`src/rtl/spi_pkg.sv`:
```
// Shared types and constants for the SPI master.
// Frame layout is {addr, rw, data}, sent MSB first.
package spi_pkg;

  localparam int ADDR_W     = 7;
  localparam int DATA_W     = 8;
  localparam int FRAME_BITS = 16;

  typedef enum logic [2:0] {
    IDLE,
    SETUP,
    SHIFT,
    HOLD,
    DONE
  } state_t;

  // Reads carry an all-zero data field on MOSI
  function automatic logic [FRAME_BITS-1:0] mkFrame(
    input logic [ADDR_W-1:0] a,
    input logic              r,
    input logic [DATA_W-1:0] d
  );
    return {a, r, r ? {DATA_W{1'b0}} : d};
  endfunction

endpackage

```
`src/rtl/spi_clk_div.sv`:
```
// Half-period tick generator for SCLK.
// Counts only while enabled; restarts from zero on every tick.
module spi_clk_div
  import spi_pkg::*;
#(
  parameter int CLKDIV = 2
) (
  input  logic clk,
  input  logic reset_n,
  input  logic en,
  output logic tick
);

  localparam logic [7:0] LAST = 8'(CLKDIV - 1);

  logic [7:0] cnt;

  assign tick = en && (cnt == LAST);

  always_ff @(posedge clk or negedge reset_n) begin
    if (!reset_n)
      cnt <= '0;
    else if (!en || tick)
      cnt <= '0;
    else
      cnt <= cnt + 8'd1;
  end

endmodule

```
`src/rtl/spi_master.sv`:
```
// Mode-0 SPI master: 16-bit {addr, rw, data} frame.
// Read data is captured from MISO during the data byte.
module spi_master
  import spi_pkg::*;
#(
  parameter int CLKDIV = 2
) (
  input  logic              clk,
  input  logic              reset_n,
  input  logic              start,
  input  logic [ADDR_W-1:0] addr,
  input  logic              rw,
  input  logic [DATA_W-1:0] wdata,
  output logic              busy,
  output logic              done,
  output logic [DATA_W-1:0] rdata,
  output logic              SCLK,
  output logic              CS,
  output logic              MOSI,
  input  logic              MISO
);

  state_t state, nextState;

  logic                  tick;
  logic                  active;
  logic                  sclkQ;
  logic                  rwQ;
  logic [4:0]            bitCnt;
  logic [FRAME_BITS-1:0] shReg;
  logic [DATA_W-1:0]     rxReg;
  logic [DATA_W-1:0]     rdataQ;

  assign active = (state == SETUP) ||
                  (state == SHIFT) ||
                  (state == HOLD);

  spi_clk_div #(
    .CLKDIV(CLKDIV)
  ) uDiv (
    .clk    (clk),
    .reset_n(reset_n),
    .en     (active),
    .tick   (tick)
  );

  always_ff @(posedge clk or negedge reset_n) begin
    if (!reset_n)
      state <= IDLE;
    else
      state <= nextState;
  end

  always_comb begin
    nextState = state;
    unique case (state)
      IDLE:  if (start) nextState = SETUP;
      SETUP: if (tick) nextState = SHIFT;
      SHIFT:
        if (tick && sclkQ &&
            bitCnt == 5'(FRAME_BITS - 1))
          nextState = HOLD;
      HOLD:  if (tick) nextState = DONE;
      DONE:  nextState = IDLE;
      default: nextState = IDLE;
    endcase
  end

  // Rising half samples MISO, falling half advances MOSI
  always_ff @(posedge clk or negedge reset_n) begin
    if (!reset_n) begin
      shReg  <= '0;
      rxReg  <= '0;
      rdataQ <= '0;
      bitCnt <= '0;
      sclkQ  <= 1'b0;
      rwQ    <= 1'b0;
    end else begin
      unique case (1'b1)
        (state == IDLE && start): begin
          shReg  <= mkFrame(addr, rw, wdata);
          rwQ    <= rw;
          rxReg  <= '0;
          bitCnt <= '0;
          sclkQ  <= 1'b0;
        end
        (state == SHIFT && tick && !sclkQ): begin
          sclkQ <= 1'b1;
          if (bitCnt >= 5'(DATA_W))
            rxReg <= {rxReg[DATA_W-2:0], MISO};
        end
        (state == SHIFT && tick && sclkQ): begin
          sclkQ  <= 1'b0;
          shReg  <= shReg << 1;
          bitCnt <= bitCnt + 5'd1;
        end
        (state == HOLD && tick && rwQ):
          rdataQ <= rxReg;
        default: ;
      endcase
    end
  end

  assign busy  = (state != IDLE);
  assign done  = (state == DONE);
  assign CS    = !active;
  assign SCLK  = sclkQ;
  assign MOSI  = active & shReg[FRAME_BITS-1];
  assign rdata = rdataQ;

endmodule
```
`config.mk`:
```
export PLATFORM = sky130hd
export DESIGN_NAME = spi_master
export DESIGN_NICKNAME = d
export VERILOG_FILES = /design/src/rtl/spi_pkg.sv /design/src/rtl/spi_clk_div.sv /design/src/rtl/spi_master.sv
export SDC_FILE = /design/constraint.sdc
export NUM_CORES = 1
export LEC_CHECK = 0
export CORE_UTILIZATION = 58
export DETAILED_ROUTE_END_ITERATION = 12
export GPL_ROUTABILITY_DRIVEN = 0
export PLACE_DENSITY = 0.84
export SYNTH_ARGS = -nofsm -noshare
export SYNTH_HDL_FRONTEND = slang
export SYNTH_SLANG_ARGS = --single-unit
```
`constraint.sdc`:
```
create_clock -name clk -period 3.7 [get_ports clk]
set_input_delay 0.925 -clock clk [delete_from_list [all_inputs] [get_ports clk]]
set_output_delay 0.925 -clock clk [all_outputs]
set_load 0.05 [all_outputs]
```
==> impl_metrics.csv <==
group,metric,value,unit
outcome,status,"completed",
clocking,cts.path.max_buffers,2,
synth,synth_xor_area_frac,0.02586,
synth,synth_cell_types,40,
timing,period_minus_slack,3066,ps
timing,setup_viol,0,
synth,avgSynthCellArea,10.31,um2
synth,yosys.area_share.adder,0.02639,
clocking,path_clk_slew,80,ps
clocking,clk_latency,300,ps
detailed_routing,drtPass1Iterations,4,
timing,min_period_over_period,0.8286,
global_routing,grt-ovfl-total,0,
floorplanning,coreArea,0.003799,mm2
finish,diodes,0,
timing,worst_hold_slack,488.2,ps
setup_path,path_max_fanout,9,
timing,worstMarginPinSlew,1057,ps
timing,final_hold_viol_count,0,
clocking,ctsResizeCount,0,
finish,syn2layout_area_growth,15.94,%
timing,slew_viol_final,0,
floorplanning,die-area,0.004347,mm2
synth,ys_seq_elements,50,
detailed_routing,wl,4107,um
synth,synth.area.mux_share,0.04644,
detailed_routing,vias,1694,
global_routing,grt_pass1_wl,7169,um
synth,ys_seq_area_frac,0.5277,
setup_path,crit_path_end_kind,"output port",
detailed_routing,ant_nets,0,
setup_path,path_class,"reg2out",
timing,rsz0062_at_grt,"false",
floorplanning,die_w,65.94,um
clocking,cts-root-buf,"clkbuf_8",
synth,synth_top_family_by_area,"simple AND/OR/NAND/NOR gates",
clocking,cts-buffers-inserted,5,
timing,fin_skew,5.386,ps
synth,synthCells,230,
global_routing,grt_pass1_vias,1567,
detailed_routing,drtIter0Drc,131,
finish,fill_cells,296,
clocking,htree_num_levels,2,
floorplanning,chipHeight,65.94,um
timing,fin_setup_tns,0,ps
placement,io_buffers,32,
job,drv_cap,0,
pwr,max-vdd-ir-drop,257.0,uV
placement,post-place-ws,974.7,ps
clocking,hold_buffers,0,
synth,async_flop_share,1.000,
timing,max_slew_margin,0.2956,
finish,drive_gt1_frac,0.1004,
synth,synth_area,0.002371,mm2
detailed_routing,drc,0,
timing,setup_ws,634.1,ps
synth,yosys.area_share.simple,0.2285,
global_routing,gr-usage-all-layers,0.2194,
global_routing,grt_max_degree,51,
floorplanning,ioPinCount,33,
floorplanning,rows,22,
synth,synth_ff_type,"dfrtp_1",
setup_path,worstPathArrival,2140,ps
clocking,cts_tree,"built",
global_routing,antenna_found_initial,0,
min_path,hold_path_class,"reg2reg",
floorplanning,initial_core_util,0.6242,
detailed_routing,wire_per_inst,13.38,um
synth,synth_compound_area_frac,0.09710,
pwr,p_per_area,320.3,mW/mm2
synth,ys_warn_count,0,
setup_path,cp-start-kind,"register",
detailed_routing,viasPerCell,5.518,
clocking,cts_setup_buffers,0,
setup_path,worstPathRequired,2770,ps
placement,hpwlAfterDp,2846,um
finish,nets,284,
pwr,static-leakage-power,1.333,nW
synth,synth_edf_count,0,
clocking,cts.sinks,50,
synth,syn_nets,255,
timing,max_freq,326.2,MHz
registers in the layout (all words and copies together) (netlist names):
| signal | cells |
|---|---|
| rwQ | 1 |
| SCLK | 1 |
| rxReg | 8 |
| uDiv.cnt | 8 |
| rdata | 8 |
| bitCnt | 5 |
| state | 3 |
| shReg | 16 |
kinds of logic after synthesis:
logic type / count (synthesis)
and+or+nand+nor: 103
DFF: 50
AOI/OAI and AO/OA: 36
buffers and inverters: 19
muxes: 10
xor gates and xnor gates: 7
adders and majority gates: 5
critical path, stage by stage, from the launching register on:
cell and delay [ps]:
dfrtp_1 510, nor2_1 120, or2_2 310, nor2_1 100
clkdlybuf4s50_1 810
cells in the final DEF, fill, tap and decap left out, types with 5 or more instances in the layout:
cell type,count
nand3_1,7
clkdlybuf4s50_1,31
and3_1,6
o21ai_0,10
xor2_1,5
dfrtp_1,50
mux2_2,8
ha_1,5
clkbuf_8,5
a31oi_1,8
inv_1,8
nor2_1,21
a22oi_1,7
nand3b_1,9
nand2_1,45
per-stage QoR:
step,power (mW),utilization,cells,instance area (um2)
after floorplan,0.5657,-,230,2371
after global placement,0.5983,0.7029,300,2670
after detailed placement,0.5982,0.7029,300,2670
after CTS,0.8943,0.7237,307,2749
after global routing,0.9154,0.7237,307,2749
final,0.8806,0.7237,307,2749
layer usage:
metal / wire [um] / GRT usage
met1: 1900 / 0.2901
met2: 1956 / 0.3482
met3: 192 / 0.05862
met4: 58 / 0.07713
met5: 0 / 0
path summary, 6_finish.rpt:
kind / start / to / slack, ps / cells after the start
hold reg to reg: shReg[15] / shReg[15] / 490 / 2
max in group asynchronous: reset_n / uDiv.cnt[4] / 2240 / 1
setup / recovery: state[0] / MOSI / 630 / 4
min in group asynchronous: reset_n / rdata[6] / 810 / 1
hold / removal: shReg[15] / shReg[15] / 490 / 2
setup reg to reg: uDiv.cnt[2] / bitCnt[3] / 1610 / 4
layout make-up:
| class | instances | area, um2 | share of cell area |
|---|---|---|---|
| inverters | 8 | 30.03 | 0.01092 |
| repair buffers | 33 | 322.8 | 0.1174 |
| clock buffers | 5 | 68.82 | 0.02503 |
| well taps | 48 | 60.06 | 0.02185 |
| multi-input cells | 161 | 1006 | 0.3660 |
| flip-flops and latches | 50 | 1251 | 0.4552 |
| clock inverters | 2 | 10.01 | 0.003641 |
synthesized netlist by cell type, drive strengths merged, types with 2 or more instances:
| cell type | number | share of area |
|---|---|---|
| a21oi | 4 | 0.0084 |
| a22oi | 7 | 0.022 |
| a31oi | 9 | 0.026 |
| and3 | 6 | 0.016 |
| buf | 9 | 0.032 |
| clkbuf | 2 | 0.0037 |
| dfrtp | 50 | 0.53 |
| ha | 5 | 0.026 |
| inv | 8 | 0.013 |
| mux2 | 8 | 0.038 |
| mux2i | 2 | 0.0084 |
| nand2 | 45 | 0.071 |
| nand3 | 8 | 0.019 |
| nand3b | 9 | 0.028 |
| nand4 | 2 | 0.012 |
| nor2 | 21 | 0.033 |
| o21ai | 12 | 0.025 |
| o31ai | 2 | 0.0063 |
| or2 | 2 | 0.0053 |
| or3 | 2 | 0.0053 |
| xnor2 | 2 | 0.0074 |
| xor2 | 5 | 0.018 |
power breakdown:
group | internal [mW] | leakage [nW] | switching, mW
Sequential | 0.549 | 0.630 | 0.00214
Clock | 0.127 | 0.0438 | 0.167
Combinational | 0.0200 | 0.660 | 0.0155
Total | 0.696 | 1.33 | 0.185
Power figures use the tool's default switching activity.
